File: src/rtl/bp_me_bedrock_register_arb.sv
// -----------------------------------------------------------------------------
// bp_me_bedrock_register_arb
//
// Shares one BedRock-stream register endpoint (CSR/config block) between
// num_req_p command sources. Single-beat commands are arbitrated onto one
// downstream stream. One transaction is outstanding at a time, and its response
// is routed back to the source that was granted.
//
// Each transaction moves through three states:
//   e_idle : arbitration cycle. The grant is registered and nothing is forwarded.
//   e_send : the owner's cmd header/data pass straight through to downstream.
//   e_wait : the downstream response passes straight through to the owner.
// With zero-stall partners a transaction therefore occupies at least 3 cycles.
//
// Parameters
//   num_req_p          number of upstream requesters (>= 1)
//   mem_header_width_p BedRock mem header width (from the processor config)
//   dword_width_p      data beat width (64)
//
// Ports
//   clk_i, reset_i                  clock, synchronous active-high reset
//   mem_cmd_*_i / mem_cmd_*_o       per-requester upstream command streams
//   mem_resp_*_o / mem_resp_*_i     per-requester upstream response streams
//                                   (header/data broadcast; valid to owner only)
//   mem_cmd_*_o (single)            downstream command stream
//   mem_resp_*_i (single)           downstream response stream
//   grant_id_o                      current or last owner index (debug)
//
// Configuration macro
//   BP_ME_REG_ARB_FIXED_PRIO_EN : when defined, fixed priority (lowest index wins)
//                                 with no round-robin pointer. When undefined,
//                                 round-robin starting at rr_ptr.
// -----------------------------------------------------------------------------
module bp_me_bedrock_register_arb
  #(parameter int num_req_p          = 2
   ,parameter int mem_header_width_p = 64
   ,parameter int dword_width_p      = 64
   ,localparam int grant_width_lp    = (num_req_p > 1) ? $clog2(num_req_p) : 1
   )
   (input  logic                                           clk_i
   ,input  logic                                           reset_i

   // Upstream command streams
   ,input  logic [num_req_p-1:0][mem_header_width_p-1:0]   mem_cmd_header_i
   ,input  logic [num_req_p-1:0]                           mem_cmd_header_v_i
   ,output logic [num_req_p-1:0]                           mem_cmd_header_ready_and_o
   ,input  logic [num_req_p-1:0]                           mem_cmd_has_data_i
   ,input  logic [num_req_p-1:0][dword_width_p-1:0]        mem_cmd_data_i
   ,input  logic [num_req_p-1:0]                           mem_cmd_data_v_i
   ,output logic [num_req_p-1:0]                           mem_cmd_data_ready_and_o
   ,input  logic [num_req_p-1:0]                           mem_cmd_last_i

   // Upstream response streams
   ,output logic [num_req_p-1:0][mem_header_width_p-1:0]   mem_resp_header_o
   ,output logic [num_req_p-1:0]                           mem_resp_header_v_o
   ,input  logic [num_req_p-1:0]                           mem_resp_header_ready_and_i
   ,output logic [num_req_p-1:0]                           mem_resp_has_data_o
   ,output logic [num_req_p-1:0][dword_width_p-1:0]        mem_resp_data_o
   ,output logic [num_req_p-1:0]                           mem_resp_data_v_o
   ,input  logic [num_req_p-1:0]                           mem_resp_data_ready_and_i
   ,output logic [num_req_p-1:0]                           mem_resp_last_o

   // Downstream command stream
   ,output logic [mem_header_width_p-1:0]                  mem_cmd_header_o
   ,output logic                                           mem_cmd_header_v_o
   ,input  logic                                           mem_cmd_header_ready_and_i
   ,output logic                                           mem_cmd_has_data_o
   ,output logic [dword_width_p-1:0]                       mem_cmd_data_o
   ,output logic                                           mem_cmd_data_v_o
   ,input  logic                                           mem_cmd_data_ready_and_i
   ,output logic                                           mem_cmd_last_o

   // Downstream response stream
   ,input  logic [mem_header_width_p-1:0]                  mem_resp_header_i
   ,input  logic                                           mem_resp_header_v_i
   ,output logic                                           mem_resp_header_ready_and_o
   ,input  logic                                           mem_resp_has_data_i
   ,input  logic [dword_width_p-1:0]                       mem_resp_data_i
   ,input  logic                                           mem_resp_data_v_i
   ,output logic                                           mem_resp_data_ready_and_o
   ,input  logic                                           mem_resp_last_i

   ,output logic [grant_width_lp-1:0]                      grant_id_o
   );

    typedef enum logic [1:0] {e_idle, e_send, e_wait} state_e;

    state_e                    state_reg;
    logic [grant_width_lp-1:0] grant_reg;
    logic                      cmd_has_data_reg;
    logic                      cmd_hdr_done_reg, cmd_data_done_reg;
    logic                      resp_hdr_done_reg, resp_data_done_reg, resp_has_data_reg;
`ifndef BP_ME_REG_ARB_FIXED_PRIO_EN
    logic [grant_width_lp-1:0] rr_ptr_reg;
`endif

    // Arbitration: scan from the highest offset down so the lowest offset wins.
    logic [grant_width_lp-1:0] pick, cand;
    logic                      pick_v;
    always_comb begin
        pick   = '0;
        cand   = '0;
        pick_v = 1'b0;
        for (int i = num_req_p-1; i >= 0; i--) begin
`ifdef BP_ME_REG_ARB_FIXED_PRIO_EN
            cand = grant_width_lp'(i);
`else
            cand = grant_width_lp'((int'(rr_ptr_reg) + i) % num_req_p);
`endif
            if (mem_cmd_header_v_i[cand]) begin
                pick   = cand;
                pick_v = 1'b1;
            end
        end
    end

    // Gating with ~reset_i keeps a transfer from completing in the reset cycle itself.
    logic in_send, in_wait;
    assign in_send = (state_reg == e_send) & ~reset_i;
    assign in_wait = (state_reg == e_wait) & ~reset_i;

    // Downstream command: the owner's stream passes through and a finished channel drops valid.
    assign mem_cmd_header_o   = mem_cmd_header_i[grant_reg];
    assign mem_cmd_data_o     = mem_cmd_data_i[grant_reg];
    assign mem_cmd_last_o     = mem_cmd_last_i[grant_reg];
    assign mem_cmd_has_data_o = cmd_has_data_reg;
    assign mem_cmd_header_v_o = in_send & ~cmd_hdr_done_reg & mem_cmd_header_v_i[grant_reg];
    assign mem_cmd_data_v_o   = in_send & cmd_has_data_reg & ~cmd_data_done_reg
                              & mem_cmd_data_v_i[grant_reg];

    logic cmd_hdr_fire, cmd_data_fire, cmd_done;
    assign cmd_hdr_fire  = mem_cmd_header_v_o & mem_cmd_header_ready_and_i;
    assign cmd_data_fire = mem_cmd_data_v_o & mem_cmd_data_ready_and_i;
    assign cmd_done      = (cmd_hdr_done_reg | cmd_hdr_fire)
                         & (~cmd_has_data_reg | cmd_data_done_reg | cmd_data_fire);

    // Downstream response: the owner's readies pass back down.
    logic resp_hdr_v, resp_data_v, resp_hdr_fire, resp_data_fire;
    logic resp_need_data, resp_done;
    assign resp_hdr_v  = in_wait & ~resp_hdr_done_reg & mem_resp_header_v_i;
    assign resp_data_v = in_wait & ~resp_data_done_reg & mem_resp_data_v_i;
    assign mem_resp_header_ready_and_o = in_wait & ~resp_hdr_done_reg
                                       & mem_resp_header_ready_and_i[grant_reg];
    assign mem_resp_data_ready_and_o   = in_wait & ~resp_data_done_reg
                                       & mem_resp_data_ready_and_i[grant_reg];
    assign resp_hdr_fire  = resp_hdr_v & mem_resp_header_ready_and_o;
    assign resp_data_fire = resp_data_v & mem_resp_data_ready_and_o;

    // has_data is taken from the header while it is live and from the latched copy after it is accepted.
    assign resp_need_data = resp_hdr_done_reg ? resp_has_data_reg : mem_resp_has_data_i;
    assign resp_done      = (resp_hdr_done_reg | resp_hdr_fire)
                          & (~resp_need_data | resp_data_done_reg
                             | (resp_data_fire & mem_resp_last_i));

    // Per-requester fan-out: payload is broadcast, and handshakes are gated to the owner.
    logic [num_req_p-1:0] owner_sel;
    for (genvar gi = 0; gi < num_req_p; gi++) begin : g_req
        assign owner_sel[gi] = (grant_reg == grant_width_lp'(gi));

        assign mem_cmd_header_ready_and_o[gi] = in_send & owner_sel[gi] & ~cmd_hdr_done_reg
                                              & mem_cmd_header_ready_and_i;
        assign mem_cmd_data_ready_and_o[gi]   = in_send & owner_sel[gi] & cmd_has_data_reg
                                              & ~cmd_data_done_reg & mem_cmd_data_ready_and_i;

        assign mem_resp_header_o[gi]   = mem_resp_header_i;
        assign mem_resp_data_o[gi]     = mem_resp_data_i;
        assign mem_resp_has_data_o[gi] = mem_resp_has_data_i;
        assign mem_resp_header_v_o[gi] = owner_sel[gi] & resp_hdr_v;
        assign mem_resp_data_v_o[gi]   = owner_sel[gi] & resp_data_v;
        assign mem_resp_last_o[gi]     = owner_sel[gi] & resp_data_v;
    end

    assign grant_id_o = grant_reg;

    always_ff @(posedge clk_i) begin
        if (reset_i) begin
            state_reg          <= e_idle;
            grant_reg          <= '0;
            cmd_has_data_reg   <= 1'b0;
            cmd_hdr_done_reg   <= 1'b0;
            cmd_data_done_reg  <= 1'b0;
            resp_hdr_done_reg  <= 1'b0;
            resp_data_done_reg <= 1'b0;
            resp_has_data_reg  <= 1'b0;
`ifndef BP_ME_REG_ARB_FIXED_PRIO_EN
            rr_ptr_reg         <= '0;
`endif
        end else begin
            case (state_reg)
                e_idle: begin
                    if (pick_v) begin
                        grant_reg         <= pick;
                        cmd_has_data_reg  <= mem_cmd_has_data_i[pick];
                        cmd_hdr_done_reg  <= 1'b0;
                        cmd_data_done_reg <= 1'b0;
                        state_reg         <= e_send;
                    end
                end
                e_send: begin
                    if (cmd_hdr_fire)  cmd_hdr_done_reg  <= 1'b1;
                    if (cmd_data_fire) cmd_data_done_reg <= 1'b1;
                    if (cmd_done) begin
                        cmd_hdr_done_reg   <= 1'b0;
                        cmd_data_done_reg  <= 1'b0;
                        resp_hdr_done_reg  <= 1'b0;
                        resp_data_done_reg <= 1'b0;
                        state_reg          <= e_wait;
                    end
                end
                e_wait: begin
                    if (resp_hdr_fire) begin
                        resp_hdr_done_reg <= 1'b1;
                        resp_has_data_reg <= mem_resp_has_data_i;
                    end
                    if (resp_data_fire & mem_resp_last_i) resp_data_done_reg <= 1'b1;
                    if (resp_done) begin
                        resp_hdr_done_reg  <= 1'b0;
                        resp_data_done_reg <= 1'b0;
                        state_reg          <= e_idle;
`ifndef BP_ME_REG_ARB_FIXED_PRIO_EN
                        rr_ptr_reg <= (grant_reg == grant_width_lp'(num_req_p-1))
                                    ? '0 : grant_reg + 1'b1;
`endif
                    end
                end
                default: state_reg <= e_idle;
            endcase
        end
    end

`ifndef SYNTHESIS
    // Only single-beat commands are supported, so every accepted data beat must carry last.
    cmd_last_a: assert property (@(posedge clk_i) disable iff (reset_i)
                                 cmd_data_fire |-> mem_cmd_last_o);
`endif

endmodule

File: config.mk
export PLATFORM = sky130hd
export DESIGN_NAME = bp_me_bedrock_register_arb
export DESIGN_NICKNAME = d
export VERILOG_FILES = /design/src/rtl/bp_me_bedrock_register_arb.sv
export SDC_FILE = /design/constraint.sdc
export NUM_CORES = 1
export LEC_CHECK = 0
export ABC_AREA = 1
export CAP_MARGIN = 20
export CORE_AREA = 2 2 316 318
export DETAILED_ROUTE_END_ITERATION = 10
export DIE_AREA = 0 0 318 320
export PLACE_DENSITY = 0.32
export REMOVE_ABC_BUFFERS = 1
export SLEW_MARGIN = 20
export SYNTH_ARGS = -nofsm -noshare
export SYNTH_HDL_FRONTEND = slang
export SYNTH_SLANG_ARGS = --single-unit
File: constraint.sdc
create_clock -name clk_i -period 3.9 [get_ports clk_i]
set_input_delay 0.585 -clock clk_i [delete_from_list [all_inputs] [get_ports clk_i]]
set_output_delay 0.585 -clock clk_i [all_outputs]
set_load 0.005 [all_outputs]
After elaboration in Yosys (flattened, before gate mapping):

Cells that the tools add are included.

* flip-flop bits (word level): 10
* latch bits: 0
* bits in writable memories: 0
* ROM bits: 0
* input port bits: 404
* output and inout bits: 403
* logic and storage cells: 129
* memories: 0

* add/sub/neg operators: 2
* multiply operators: 0
* div/mod/pow operators: 0
* $lt $le $gt $ge: 4
* equal/unequal tests: 9
* shifts and indexed selects: 0
* multiplexer cells: 44
* bitwise operators: 50
* reduce and logical (&&, ||, !) cells: 11

Operator list (count)
* 2-to-1 mux 64 bit: 4
* bitwise AND 1 bit: 36
* 2-to-1 mux 1 bit: 32
* AND reduction 3 bit: 5
* != test 3 bit (second input constant): 3
* less-than comparator 1 x 2 -> 1 bit (second input constant): 4
* inverter 1 bit: 8
* case mux 1 bit (2 select lines): 4
* 2-to-1 mux 2 bit: 3
* != test 2 bit (second input constant): 3
* OR 1 bit: 6
* case mux 2 bit (3 select lines): 1
* AND reduction 2 bit: 3
* nonzero test 2 bit: 2
* != test 3 x 2 -> 1 bit (second input constant): 1
* adder 1 bit (second input constant): 2
* equality test 2 x 1 -> 1 bit (second input constant): 1
* equality test 2 bit (second input constant): 1
* zero test 2 bit: 1

Depth between registers and ports, before layout:

* word-level depth: 10
* mapped depth: 12
* depth with buffers taken out: 12

Worst setup path after synthesis:

No wires, ideal clock.

* path type: input port to output port
* from: in reset_i
* to: out mem_resp_last_o[0]
* arrival: 1258 ps
* data required time: 3315 ps
* path slack: 2057 ps
* stages on the path: 6
* path buffers: 1
* cell sequence: inv_2 > nand2_1 > nor2_2 > nand2_1 > nor2_1 > buf_4

* word-level cells in the longest chain between the ends: 5

RTL lines
* start: declaration: line 41 `,input logic reset_i`
* inverter 1 bit: line 120 `assign in_wait = (state_reg == e_wait) & ~reset_i;`
* bitwise AND 1 bit: line 120
* bitwise AND 1 bit (2 in a row): line 141 `assign resp_data_v = in_wait & ~resp_data_done_reg & mem_resp_data_v_i;`
* bitwise AND 1 bit
* end: declaration: line 61 `,output logic [num_req_p-1:0] mem_resp_last_o`

Every way passes these cells.

Worst setup path in the final report:

* from: reg grant_reg, in the netlist grant_id_o
* to: out mem_cmd_header_o[43]

* word-level cells in the longest chain between the ends: 2

RTL lines
* start: declaration: line 89 `logic [grant_width_lp-1:0] grant_reg;`
* start signal: assignment: line 192 `grant_reg <= pick;`
* 2-to-1 mux 64 bit (implied by the code) (2 in a row): line 123 `assign mem_cmd_header_o = mem_cmd_header_i[grant_reg];`
* end: declaration: line 64 `,output logic [mem_header_width_p-1:0] mem_cmd_header_o`

Every way passes these cells. The select of a mux whose other input is x is not followed.

==> metrics.yaml <==
floorplan:
  die_y_um: 320
  initial_core_util: 0.0444
  fp.coreArea_sq_um: 98000
  io_pins: 807
  rows: 115
  die_w_um: 318
  dieArea_sq_um: 102000
cts:
  cts_resized: 0
  postCtsSetupRepairBufs: 0
  cts_sinks: 10
  holdBufCountCts: 0
  clk_pin_slew_ps: 40
  htreeDepth: 1
  cts_buffer_depth: 2
  worst_skew_pair.late_latency_ps: 240
  cts_buffers: 3
  cts_root_buf: "clkbuf_16"
  cts_tree: "done"
pwr:
  switching_share: 0.437
  comb_power_share: 0.827
  seq_power_share: 0.070
  pwr_density_cell_nw_per_um2: 244
  clock_power_share: 0.104
  p_leak_nw: 3.20
  switching_power_w: 0.000882
  p_int_w: 0.00113
  peakVddDrop_mv: 0.230
logic_synthesis:
  yosysTopAreaCell: "buf_4"
  syn-mean-instance-area_sq_um: 5.40
  synth_area_leaders: "buf_4, nand2_1, dfxtp_1, inv_1, nor2_1"
  syn_area_sq_um: 4350
  synth_top_family_by_area: "buffers and inverters"
  ys_seq_area_frac: 0.0460
  ys_ff_latch: 10
  synth_xor_area_frac: 0
  yosysUniqueCellTypes: 29
  synth_mux_area_frac: 0
  synth_simple_gate_area_share: 0.424
  synth_top_area_share: 0.449
  synth_compound_area_frac: 0.0181
  synth-adder-area-share: 0.0144
  postSynthCellCount: 806
  ys_warn_count: 0
routing:
  wire_per_inst_um: 26.9
  drc: 0
  wl_um: 60300
  drt-initial-drc-count: 313
  via_per_inst: 2.54
  dr_total_vias: 5671
  ant_nets: 0
  drtPass1Iterations: 4
flow_run:
  cap_violations: 0
sta:
  fin_ws_ps: 946
  period_share: 0.758
  maxSlewHeadroom: 0.511
  finalHoldViolations: 0
  skew_ps: 2.29
  rsz0062_at_grt: "no"
  tightest_slew_ps: 734
  setup_viol: 0
  fmax_ghz: 0.338
  drv_slew: 0
  layout_min_cycle_time_ps: 2950
min_path:
  timing.hold.worst.class: "register to register"
  hold_path_depth: 2
layout:
  largest_register_ffs: 2
  drive_above_1_share: 0.0285
  syn2layout_area_growth_pct: 89.7
  final_cell_mix: "clkdlybuf4s50_1, nand2_1, inv_1, nor2_1"
  stdcell_count: 2236
  nets: 1358
  final_common_cell: "clkdlybuf4s50_1"
  final_area_sq_um: 8250
worst_setup_path:
  crit_family: "buffers and inverters"
  crit_top_cell: "nand2_1"
  required_ps: 3310
  critPathKind: "register to primary output"
  worstPathCellList: "inv_6 > buf_4 > nand2_1 > nand2_1 > clkdlybuf4s50_1"
  critPathBufInv: 3
  worst_path_max_delay_cell: "clkdlybuf4s50_1"
  critical-path-max-stage-delay_ps: 640
  cp.arrival_ps: 2370
  end_kind: "primary output"
  crit_fanout: 77
  r2r_cells: 12
  start_kind: "register"
  crit_cells: 5
placed_design:
  dp.cells: 2231
  port_buffers: 422
  gp_congestion: 0.912
  dpl_cell_area_sq_um: 8160
  dp_hpwl_um: 54700
  pre_cts_slack_ps: 942
global_routing:
  overflow: 0
  first_global_vias: 5897
  grt_max_degree: 95
  antenna_found_initial: 3
  grt_pass1_wl_um: 73000
  track_usage: 0.112
outcome:
  status: "complete, no violations"
per-stage QoR:
stage | setup TNS [ps] | utilization | total power (W) | hold slack (ps)
4_1_cts | 0 | 0.0842 | 0.00206 | 443
3_5_place_dp | 0 | 0.0833 | 0.00184 | 436
2_1_floorplan | -161850 | - | 0.000706 | 423
3_3_place_gp | 0 | 0.0833 | 0.00185 | 441
5_1_grt | 0 | 0.0842 | 0.00219 | 465
6_report | 0 | 0.0842 | 0.00202 | 444
routing by layer:
layer | part of all wire | track usage
met4 | 0.081 | 0.0785
met2 | 0.47 | 0.192
met5 | 0.0088 | 0.0284
met3 | 0.15 | 0.0783
met1 | 0.28 | 0.0893
cell type report:
| type | instances | area, sq um |
|---|---|---|
| inverters | 20 | 80.1 |
| flip-flops and latches | 10 | 204 |
| multi-input cells | 486 | 1980 |
| fillers | 11500 | 89700 |
| repair buffers | 428 | 4280 |
| well taps | 1287 | 1610 |
| diodes | 1 | 2.50 |
| clock buffers | 4 | 88.8 |
cells in the mapped netlist:
cell and number:
nand2_1 417, buf_4 260, inv_1 18, nor2_1 18, clkbuf_1 17, dfxtp_1 10, nand3_1 9, a21oi_1 8
buf_2 8, ha_1 5, nor2_2 5, buf_1 3, nand2_2 3, nand3_2 3, nand4_1 3, nor3_1 3
buf_6 2, inv_2 2, o21ai_0 2, a21boi_0 1, a311oi_1 1, nand2_4 1, nand3b_1 1, nor3b_1 1
nor4_1 1, nor4_2 1, o21a_1 1, o21ai_1 1, or2_2 1
power groups by stage:
stage               sequential [W]  combinational [W]  clock (W)
floorplan                 0.000180           0.000525          0
CTS                       0.000141            0.00171   0.000209
detailed placement        0.000142            0.00170          0
global route              0.000142            0.00182   0.000218
global placement          0.000142            0.00170          0
finish                    0.000140            0.00167   0.000209
worst register-to-register path, delay by kind of cell (launching register included):
kind                   cells  cell delay [ps]
buffers and inverters      3              940
AND/OR/NAND/NOR            9              820
flip-flops                 1              360
path summary, 6_finish.rpt:
| check | start | to | slack (ps) |
|---|---|---|---|
| max reg2reg | grant_id_o$_SDFFE_PP0P_ | state_reg[0]$_SDFFE_PP0P_ | 1730 |
| max | grant_id_o$_SDFFE_PP0P_ | mem_cmd_header_o[43] | 950 |
| min reg2reg | resp_has_data_reg$_SDFFE_PP0P_ | resp_has_data_reg$_SDFFE_PP0P_ | 440 |
| min | resp_has_data_reg$_SDFFE_PP0P_ | resp_has_data_reg$_SDFFE_PP0P_ | 440 |
kinds of logic (layout without fill, tap and decap cells):
group / count (synthesis) / after routing
flops: 10 / 10
simple gates: 467 / 467
buf+inv: 310 / 452
other cells: 0 / 1
fa+ha+maj: 5 / 5
compound gates: 14 / 14
(Power assumes the default switching activity.)
